`src/rtl/video_pkg.sv`:
```
// ----------------------------------------------------------------------------
// video_pkg
// Shared constants and types for the video adapter I/O register block.
//   - Port offsets relative to the I/O base (mode control, colour select,
//     status / index, indexed data).
//   - Indexed register numbers with side effects (border, mode select,
//     palette window start/end).
//   - Mode control register reset value.
//   - Wait-state FSM state encoding.
//   - is_pal_reg(): true when an index selects the palette window.
// ----------------------------------------------------------------------------
package video_pkg;

    localparam logic [3:0] OFS_CTRL    = 4'h8;
    localparam logic [3:0] OFS_COLOR   = 4'h9;
    localparam logic [3:0] OFS_STATUS  = 4'hA;
    localparam logic [3:0] OFS_IDXDATA = 4'hE;

    localparam logic [7:0] REG_BORDER   = 8'd2;
    localparam logic [7:0] REG_MODESEL  = 8'd3;
    localparam logic [7:0] REG_PAL_BASE = 8'd16;
    localparam logic [7:0] REG_PAL_LAST = 8'd31;

    localparam logic [7:0] CTRL_RESET = 8'h29;

    typedef enum logic [1:0] {
        WS_IDLE = 2'd0,
        WS_WAIT = 2'd1,
        WS_HOLD = 2'd2
    } wait_state_t;

    function automatic logic is_pal_reg(input logic [7:0] idx);
        return (idx >= REG_PAL_BASE) && (idx <= REG_PAL_LAST);
    endfunction

endpackage

```
`src/rtl/video_bus_wait.sv`:
```
// ----------------------------------------------------------------------------
// video_bus_wait
// ISA wait-state generator. Holds bus_rdy low for WAIT_CYCLES clocks after a
// decoded access starts, then waits in HOLD until both synchronised strobes
// are released before accepting the next access.
// Ports:
//   clk, reset_l   video clock, asynchronous active-low reset
//   start          one-clock pulse: decoded strobe falling edge seen
//   strobes_idle   both synchronised strobes are high
//   bus_rdy        ISA ready (forced high when USE_BUS_WAIT == 0)
//   state          current FSM state, exported for observation
// ----------------------------------------------------------------------------
module video_bus_wait
    import video_pkg::*;
#(
    parameter int USE_BUS_WAIT = 0,
    parameter int WAIT_CYCLES  = 4
)(
    input  logic        clk,
    input  logic        reset_l,
    input  logic        start,
    input  logic        strobes_idle,
    output logic        bus_rdy,
    output wait_state_t state
);

    localparam logic [3:0] LAST_CNT = 4'(WAIT_CYCLES - 1);

    wait_state_t state_q, state_d;
    logic [3:0]  cnt_q, cnt_d;

    always_ff @(posedge clk or negedge reset_l) begin
        if (!reset_l) begin
            state_q <= WS_IDLE;
            cnt_q   <= 4'd0;
        end else begin
            state_q <= state_d;
            cnt_q   <= cnt_d;
        end
    end

    always_comb begin
        state_d = state_q;
        cnt_d   = cnt_q;
        case (state_q)
            WS_IDLE: begin
                if (start) begin
                    state_d = WS_WAIT;
                    cnt_d   = 4'd0;
                end
            end
            WS_WAIT: begin
                // Count runs to completion even if the host lets go early.
                if (cnt_q == LAST_CNT) begin
                    state_d = WS_HOLD;
                end else begin
                    cnt_d = cnt_q + 4'd1;
                end
            end
            WS_HOLD: begin
                if (strobes_idle) begin
                    state_d = WS_IDLE;
                end
            end
            default: state_d = WS_IDLE;
        endcase
    end

    assign bus_rdy = (USE_BUS_WAIT == 0) || (state_q != WS_WAIT);
    assign state   = state_q;

endmodule

```
`src/rtl/video_ioregs.sv`:
```
// ----------------------------------------------------------------------------
// video_ioregs
// ISA I/O register block for CGA / Tandy / MDA-style video adapters.
// Decodes port accesses at IO_BASE_ADDR, holds mode control and colour select
// registers plus a Tandy-style indexed register file, pulses palette writes to
// the pixel pipeline, generates wait states and the blink phase.
//
// Bus handshake: an access begins when a synchronised I/O strobe falls while
// the address decodes (aen low, hw_en high). A write takes effect on the one
// clock where the synchronised bus_iow_l goes 1->0, sampling bus_a/bus_d that
// cycle. Reads are combinational from the raw bus_ior_l. While bus_rdy is low
// the host must stretch the bus cycle; a new access is only recognised after
// both strobes have been seen high again.
//
// Ports:
//   clk, reset_l              video clock, asynchronous active-low reset
//   bus_a, bus_d              ISA address (15) and write data (8)
//   bus_ior_l, bus_iow_l      ISA I/O strobes, asynchronous to clk
//   bus_aen, hw_en            decode qualifiers
//   vsync_l, display_enable   CRTC status sources for the status port
//   splashscreen              freezes the blink counter
//   bus_out, bus_dir          read data and drive enable
//   bus_rdy                   ISA ready
//   control_reg, color_reg    mode control (base+8), colour select (base+9)
//   border_color, mode_sel    indexed registers 2 and 3
//   pal_we, pal_idx, pal_data one-clock palette write strobe
//   blink                     blink phase
//   wait_state                wait-state FSM state
// ----------------------------------------------------------------------------
module video_ioregs
    import video_pkg::*;
#(
    parameter logic [15:0] IO_BASE_ADDR   = 16'h3D0,
    parameter int          IDX_BITS       = 5,
    parameter int          ENABLE_INDEXED = 1,
    parameter int          USE_BUS_WAIT   = 0,
    parameter int          WAIT_CYCLES    = 4,
    parameter logic [23:0] BLINK_MAX      = 24'd0
)(
    input  logic        clk,
    input  logic        reset_l,
    input  logic [14:0] bus_a,
    input  logic        bus_ior_l,
    input  logic        bus_iow_l,
    input  logic [7:0]  bus_d,
    input  logic        bus_aen,
    input  logic        hw_en,
    input  logic        vsync_l,
    input  logic        display_enable,
    input  logic        splashscreen,
    output logic [7:0]  bus_out,
    output logic        bus_dir,
    output logic        bus_rdy,
    output logic [7:0]  control_reg,
    output logic [7:0]  color_reg,
    output logic [3:0]  border_color,
    output logic [4:0]  mode_sel,
    output logic        pal_we,
    output logic [3:0]  pal_idx,
    output logic [3:0]  pal_data,
    output logic        blink,
    output wait_state_t wait_state
);

    localparam int DEPTH  = 1 << IDX_BITS;
    localparam bit IDX_EN = (ENABLE_INDEXED != 0);

    // ------------------------------------------------------------------
    // Strobe synchronisers with one extra history flop for edge detect.
    // History resets low, so a strobe already low when reset releases is
    // never mistaken for a fresh falling edge.
    // ------------------------------------------------------------------
    logic [2:0] iow_sync;
    logic [2:0] ior_sync;

    always_ff @(posedge clk or negedge reset_l) begin
        if (!reset_l) begin
            iow_sync <= 3'b000;
            ior_sync <= 3'b000;
        end else begin
            iow_sync <= {iow_sync[1:0], bus_iow_l};
            ior_sync <= {ior_sync[1:0], bus_ior_l};
        end
    end

    logic iow_fall;
    logic ior_fall;
    assign iow_fall = iow_sync[2] & ~iow_sync[1];
    assign ior_fall = ior_sync[2] & ~ior_sync[1];

    // ------------------------------------------------------------------
    // Address decode (shared by the read mux and the write path)
    // ------------------------------------------------------------------
    logic       base_hit;
    logic [3:0] ofs;
    logic       hit_ctrl, hit_color, hit_status, hit_idxdata;

    assign ofs         = bus_a[3:0];
    assign base_hit    = ~bus_aen & hw_en & (bus_a[14:4] == IO_BASE_ADDR[14:4]);
    assign hit_ctrl    = base_hit & (ofs == OFS_CTRL);
    assign hit_color   = base_hit & (ofs == OFS_COLOR);
    assign hit_status  = base_hit & (ofs == OFS_STATUS);
    assign hit_idxdata = base_hit & IDX_EN & (ofs == OFS_IDXDATA);

    logic wr_ctrl, wr_color, wr_index, wr_data;
    assign wr_ctrl  = iow_fall & hit_ctrl;
    assign wr_color = iow_fall & hit_color;
    // The status port doubles as the index register only on Tandy-style parts.
    assign wr_index = iow_fall & hit_status & IDX_EN;
    assign wr_data  = iow_fall & hit_idxdata;

    // ------------------------------------------------------------------
    // Register file and side-effect registers
    // ------------------------------------------------------------------
    logic [IDX_BITS-1:0] index;
    logic [7:0]          index_ext;
    logic [7:0]          regfile [DEPTH];

    assign index_ext = 8'(index);

    always_ff @(posedge clk or negedge reset_l) begin
        if (!reset_l) begin
            control_reg  <= CTRL_RESET;
            color_reg    <= 8'h00;
            index        <= '0;
            border_color <= 4'h0;
            mode_sel     <= 5'h00;
            pal_we       <= 1'b0;
            pal_idx      <= 4'h0;
            pal_data     <= 4'h0;
            for (int i = 0; i < DEPTH; i++) begin
                regfile[i] <= 8'h00;
            end
        end else begin
            pal_we <= 1'b0;
            if (wr_ctrl) begin
                control_reg <= bus_d;
            end
            if (wr_color) begin
                color_reg <= bus_d;
            end
            if (wr_index) begin
                index <= bus_d[IDX_BITS-1:0];
            end
            if (wr_data) begin
                regfile[index] <= bus_d;
                if (index_ext == REG_BORDER) begin
                    border_color <= bus_d[3:0];
                end
                if (index_ext == REG_MODESEL) begin
                    mode_sel <= bus_d[4:0];
                end
                if (is_pal_reg(index_ext)) begin
                    pal_we   <= 1'b1;
                    pal_idx  <= index_ext[3:0];
                    pal_data <= bus_d[3:0];
                end
            end
        end
    end

    // ------------------------------------------------------------------
    // Read mux, combinational from the raw read strobe
    // ------------------------------------------------------------------
    always_comb begin
        bus_out = 8'h00;
        bus_dir = 1'b0;
        if (!bus_ior_l) begin
            if (hit_status) begin
                bus_out = {4'hF, vsync_l, 2'b10, ~display_enable};
                bus_dir = 1'b1;
            end else if (hit_idxdata) begin
                bus_out = regfile[index];
                bus_dir = 1'b1;
            end else if (hit_ctrl | hit_color) begin
                // Write-only registers still claim the bus and read as zero.
                bus_dir = 1'b1;
            end
        end
    end

    // ------------------------------------------------------------------
    // Wait-state generation
    // ------------------------------------------------------------------
    logic access_start;
    logic strobes_idle;

    assign access_start = (iow_fall | ior_fall) &
                          (hit_ctrl | hit_color | hit_status | hit_idxdata);
    assign strobes_idle = iow_sync[1] & ior_sync[1];

    video_bus_wait #(
        .USE_BUS_WAIT (USE_BUS_WAIT),
        .WAIT_CYCLES  (WAIT_CYCLES)
    ) u_bus_wait (
        .clk          (clk),
        .reset_l      (reset_l),
        .start        (access_start),
        .strobes_idle (strobes_idle),
        .bus_rdy      (bus_rdy),
        .state        (wait_state)
    );

    // ------------------------------------------------------------------
    // Blink: toggles every BLINK_MAX+1 clocks, frozen during splash screen
    // ------------------------------------------------------------------
    logic [23:0] blink_cnt;

    always_ff @(posedge clk or negedge reset_l) begin
        if (!reset_l) begin
            blink_cnt <= 24'd0;
            blink     <= 1'b0;
        end else if (!splashscreen) begin
            if (blink_cnt == BLINK_MAX) begin
                blink_cnt <= 24'd0;
                blink     <= ~blink;
            end else begin
                blink_cnt <= blink_cnt + 24'd1;
            end
        end
    end

endmodule

```
`config.mk`:
```
export PLATFORM = sky130hd
export DESIGN_NAME = video_ioregs
export DESIGN_NICKNAME = d
export VERILOG_FILES = /design/src/rtl/video_pkg.sv /design/src/rtl/video_bus_wait.sv /design/src/rtl/video_ioregs.sv
export SDC_FILE = /design/constraint.sdc
export NUM_CORES = 1
export LEC_CHECK = 0
export CAP_MARGIN = 40
export CORE_UTILIZATION = 51
export DETAILED_ROUTE_END_ITERATION = 6
export PLACE_DENSITY = 0.69
export SYNTH_ARGS = -nofsm -noshare
export SYNTH_HDL_FRONTEND = slang
export SYNTH_SLANG_ARGS = --single-unit
```
`constraint.sdc`:
```
create_clock -name clk -period 9.2 [get_ports clk]
set_input_delay 2.3 -clock clk [delete_from_list [all_inputs] [get_ports clk]]
set_output_delay 2.3 -clock clk [all_outputs]
set_load 0.01 [all_outputs]
```
Word-level counts from Yosys, hierarchy flattened:

Index checks and enable logic that the tools add are counted.

* logic and storage cells: 125
* register bits: 332
* input bits: 32
* output and inout bits: 47

* reductions and logical operators: 11
* mux-type cells: 23
* eq/ne operators: 14
* order comparisons: 4
* add/subtract/negate cells: 2
* bitwise logic cells: 25

Operator list (number)
* bitwise mux 256 bit: 1
* two-way mux 8 bit: 6
* binary-select mux 8 bit (select 5 bit): 1
* demux 8 bit (select 5 bit): 1
* adder 24 x 1 -> 24 bit, second input constant: 1
* logical NOT 24 bit: 1
* two-way mux 24 bit: 1
* == test 4 bit, second input constant: 4
* bitwise AND 1 bit: 14
* == test 11 x 6 -> 1 bit, second input constant: 1
* == test 5 x 2 -> 1 bit, second input constant: 2
* two-way mux 4 bit: 2
* one-hot mux 4 bit (2 select lines): 1
* AND reduction 2 bit: 4
* >= comparator 6 bit, second input constant: 1
* < comparator 6 x 1 -> 1 bit, second input constant: 1
* two-way mux 1 bit: 6
* two-way mux 2 bit: 3
* inequality test 2 bit, second input constant: 3
* inverter 1 bit: 6
* inverter 5 -> 6 bit: 1
* one-hot mux 2 bit (3 select lines): 1
* AND reduction 3 bit: 2
* >= comparator 5 bit, second input constant: 1
* other kinds (10): 14

Longest topological paths before layout:

Gate-level depths: netlist of run 1.

* word-level depth: 10
* depth in mapped cells: 8
* depth with buffers taken out: 7

Cells and area by module:

From an unflattened synthesis of run 1, not the netlist that was laid out.

* cell total of the unflattened synthesis: 1045
* area, all modules: 15051.9 µm²

By module, submodules not included
* video_ioregs: cells an instance 1014, times used 1, area each 14740.4 µm²
* video_bus_wait: cells an instance 31, times used 1, area each 311.5 µm²

Least setup slack after synthesis of run 1:

OpenSTA, ideal clock, no wires.

* kind: input port to output port
* start point: input port bus_a[11]
* end point: output port bus_out[5]
* arrival: 4205 ps
* stages: 6
* buffers on the path: 1
* setup slack: 2695 ps
* path through: or4b_4 nor4_2 and3_1 buf_2 or4b_1 o21ai_0

* word-level cells in the longest chain between the ends: 6

RTL lines
* start: declaration: RTL line video_ioregs.sv:42 `input logic [14:0] bus_a,`
* == test 11 x 6 -> 1 bit *: RTL line video_ioregs.sv:99 `assign base_hit = ~bus_aen & hw_en & (bus_a[14:4] == IO_BASE_ADDR[14:4]);`
* bitwise AND 1 bit *: RTL line video_ioregs.sv:99
* bitwise AND 1 bit: RTL line video_ioregs.sv:103 `assign hit_idxdata = base_hit & IDX_EN & (ofs == OFS_IDXDATA);`
* two-way mux 8 bit: RTL line video_ioregs.sv:172 `end else if (hit_idxdata) begin`
* two-way mux 8 bit *: RTL line video_ioregs.sv:169 `if (hit_status) begin`
* two-way mux 8 bit *: RTL line video_ioregs.sv:168 `if (!bus_ior_l) begin`
* end: declaration: RTL line video_ioregs.sv:51 `output logic [7:0] bus_out,`

Mark *: on every way between the ends. The rest lies on a longest branch, timed or not.

Worst setup path in the final report of run 1:

Same ends and word-level chain as after synthesis.

==> impl_metrics.tcl, run 1 <==
set metrics [dict create \
    finalCriticalPeriod_ns 7.938 \
    avgViaCountPerCell 6.028 \
    crit_fanout 8 \
    antenna_cells_inserted 0 \
    yosysSeqAreaShare_pct 53.91 \
    critical_path.slowest_cell "sky130_fd_sc_hd__clkdlybuf4s50_1" \
    die_y_um 175.9 \
    timing_max_transition_violations_final 0 \
    clock_tree_from_tritoncts "done" \
    status "completed" \
    post-dp-hpwl_um 24380 \
    antenna_violations_before_repair 1 \
    crit_path_max_incr_delay_ns 0.61 \
    post-place-ws_ns 1.364 \
    numClockSinks 332 \
    crit_start "bus_a[11]" \
    dr_wl_met3_um 1891 \
    final_critical_path_setup_slack_ns 1.262 \
    post_cts.repair.setup_buffers 0 \
    routedLengthMet1_um 17820 \
    report.final.hold_viol_count 0 \
    critPathArrivalTime_ns 5.64 \
    top_level_ports 79 \
    crit_chain "clkdlybuf4s50_1 > or4b_4 > nor4_2 > and3_1 > or4b_1 > o21ai_0 > clkdlybuf4s50_1" \
    final.setup.tns_ns 0 \
    slew_headroom_pct 40.51 \
    synthFlopType "sky130_fd_sc_hd__dfrtp_1" \
    timing.setup.critical_path_class "in -> out" \
    detail_route.first_pass.iterations 5 \
    rsz0062_at_grt "false" \
    cp.buffers_inverters 2 \
    register_area_um2 8317 \
    drc 0 \
    grt_max_degree 154 \
    largest_reg_by_ff_count "regfile" \
    cts.clk_slew.worst_paths_ns 0.06 \
    globalplace.congestion 0.8367 \
    post_cts.resized_instances 0 \
    final_layout_size_suffix_gt1_share_pct 35.37 \
    rows 63 \
    timing.hold.worst.start "iow_sync[0]$_DFF_PN0_" \
    yosys.cell_types.count 68 \
    post_dp_cell_area_um2 16570 \
    r2r-start "index[0]$_DFFE_PN0P_" \
    synthArstFlopShare_pct 100.0 \
    power.static_leakage_uw 0.008283 \
    ir_worst_vdd_mv 0.1293 \
    clockRootBuffer "sky130_fd_sc_hd__clkbuf_16" \
    crit_path_end_kind "primary output" \
    ys_seq_elements 332 \
    filler_cell_count 2345 \
    hold_path_class "reg -> reg" \
    grt_first_pass_wirelength_um 59040 \
    clock-skew-final_ns 0.01453 \
    port-buffer-count 77 \
    detail-route-antenna-nets 0 \
    pin_slew_with_the_least_headroom_to_its_limit_ns 0.8804 \
    biggestRegsByFlops "regfile (256), blink_cnt (24)" \
    max_clock_freq_ghz 0.1260 \
    detailedRoute.firstIterationViolations 692 \
    routed_wire_length_per_instance_um 23.67 \
    postSynthAreaPerCell_um2 13.74 \
    worst_path_dominant_cell_family "simple AND/OR/NAND/NOR gates" \
    synth.yosys.warnings 0 \
    synth_edf_count 0 \
    rrSetupSlack_ns 5.55 \
    fin_crit_sh_pct 86.29 \
    routed.top_layer "met5" \
    synth_nets 1157 \
    clk_path_buf_depth 3 \
    cp.required_ns 6.90 \
    finalSetupViolations 0 \
    p_per_area_nw_per_um2 170.1 \
    num_vias 9645 \
    syn_to_final_growth_pct 15.06 \
    die_w_um 175.9 \
    finalNetCount 1221 \
    syn_inst 1122 \
    multi_input_combinational_cell_area_um2 6771 \
    tritoncts.num_buffers 36 \
    dr_wl_met2_um 17300 \
    overflow 0 \
    via_count_of_the_first_global_routing_pass 9826 \
    postCtsHoldBufs 0 \
    wirelength_um 37870 \
    total_routing_resource_utilization_after_global_routing_pct 25.32 \
    worstSkewPairLatency_ns 0.52 \
    die-area_um2 30930 \
    largest_register_ffs 256 \
    initial_utilization_pct 51.88 \
    maxCapViolCount 0 \
    final_design_area_no_fill_um2 17740 \
    core_area_um2 29720 \
    synth.cell_area_um2 15420 \
    critPathLaunchType "input port" \
    cts-htree-levels 2 \
    critPathMostFrequentCell "sky130_fd_sc_hd__clkdlybuf4s50_1" \
]
## placed cells by master, fill, tap and decap left out, types with 19 or more instances in the layout
cell                              Yosys  final
sky130_fd_sc_hd__dfrtp_1            329    327
sky130_fd_sc_hd__mux2_2             284    284
sky130_fd_sc_hd__clkdlybuf4s50_1      0     76
sky130_fd_sc_hd__mux2i_1             67     67
sky130_fd_sc_hd__nand2_1             61     61
sky130_fd_sc_hd__clkbuf_16            0     37
sky130_fd_sc_hd__mux4_2              24     24
sky130_fd_sc_hd__nand3_1             19     19
sky130_fd_sc_hd__xnor2_1             19     19
sky130_fd_sc_hd__buf_4                5     19
## where the power goes
part / leakage (uW) / internal [uW] / switching, uW
clock network: 0.000585 / 864 / 574
logic: 0.00311 / 30.7 / 64.5
registers: 0.00458 / 1470 / 13.2
## metal layers
metal  GRT usage [%]  up-vias
met2           38.39      236
met4           7.101        2
met1           37.72     5095
met5               0        -
li1                -     4248
met3           4.069       64
## final timing paths
check	endpoint	depth (start not counted)
hold / removal	iow_sync[1]$_DFF_PN0_	0
hold reg to reg	iow_sync[1]$_DFF_PN0_	0
setup / recovery	bus_out[5]	7
min in group asynchronous	regfile[145]$_DFFE_PN0P_	1
setup reg to reg	regfile[86]$_DFFE_PN0P_	5
max in group asynchronous	blink_cnt[0]$_DFFE_PN0N_	2
## kinds of logic after synthesis
group | Yosys count | share of synthesized area [%]
XOR/XNOR | 22 | 1.250
AO/OA/AOI/OAI | 81 | 3.774
adder cells (fa/ha/maj) | 3 | 0.2435
flip-flops | 332 | 53.91
other | 1 | 0.02432
buffers and inverters | 78 | 2.175
multiplexers | 379 | 28.89
AND/OR/NAND/NOR | 226 | 9.738
## through the flow
stage | instances | utilization (%) | total power [uW] | hold slack (ns)
after global routing | 1600 | 59.70 | 3111 | 0.3509
final | 1600 | 59.70 | 3018 | 0.3454
after detailed placement | 1538 | 55.75 | 1609 | 0.3358
after global placement | 1535 | 55.62 | 1607 | 0.3335
after floorplan | 1122 | - | 1542 | 0.3312
after CTS | 1600 | 59.70 | 3040 | 0.3486
## cell type report
class | count | share of cell area (%)
flip-flops and latches | 332 | 46.88
well taps | 390 | 2.751
inverters | 4 | 0.08463
repair buffers | 100 | 5.494
clock inverters | 9 | 0.5572
multi-input cells | 712 | 38.17
clock buffers | 53 | 6.065
## cell usage after synthesis, drive strengths merged (3+ instances only)
library cell  number  area [um2]
xor2               3       26.28
nand2b             9       56.30
a32oi              4       35.03
nor4b              3       26.28
dfstp              3       78.83
a211oi             6       45.04
buf               34       170.2
and4               5       43.79
or4b               3       33.78
nand4b             6       52.55
a21oi              6       30.03
clkbuf            40       150.1
nor3b              3       22.52
xnor2             19       166.4
nor2b             14       87.58
and3              13       81.33
nand3b             5       37.54
mux2             288        3243
o221ai             3       26.28
ha                 3       37.54
nand4             14       87.58
nor4               8       71.32
a22oi             15       112.6
dfrtp            329        8233
and2               5       31.28
mux4              24       540.5
a2111oi            4       35.03
nor3               5       25.02
mux2i             67       670.6
a31oi              7       43.79
o22ai              4       25.02
nand2             69       279.0
o21ai             12       60.06
nand3             20       112.6
inv                4       15.01
o31ai              3       22.52
nor2              36       377.9
No activity file was read; power rests on OpenSTA's default activity.
==> run 2, diff against run 1 <==
- TNS_END_PERCENT: unset -> 20
==> results of run 2 <==
No change in the layout: final DEF, timing and power equal those of run 1.
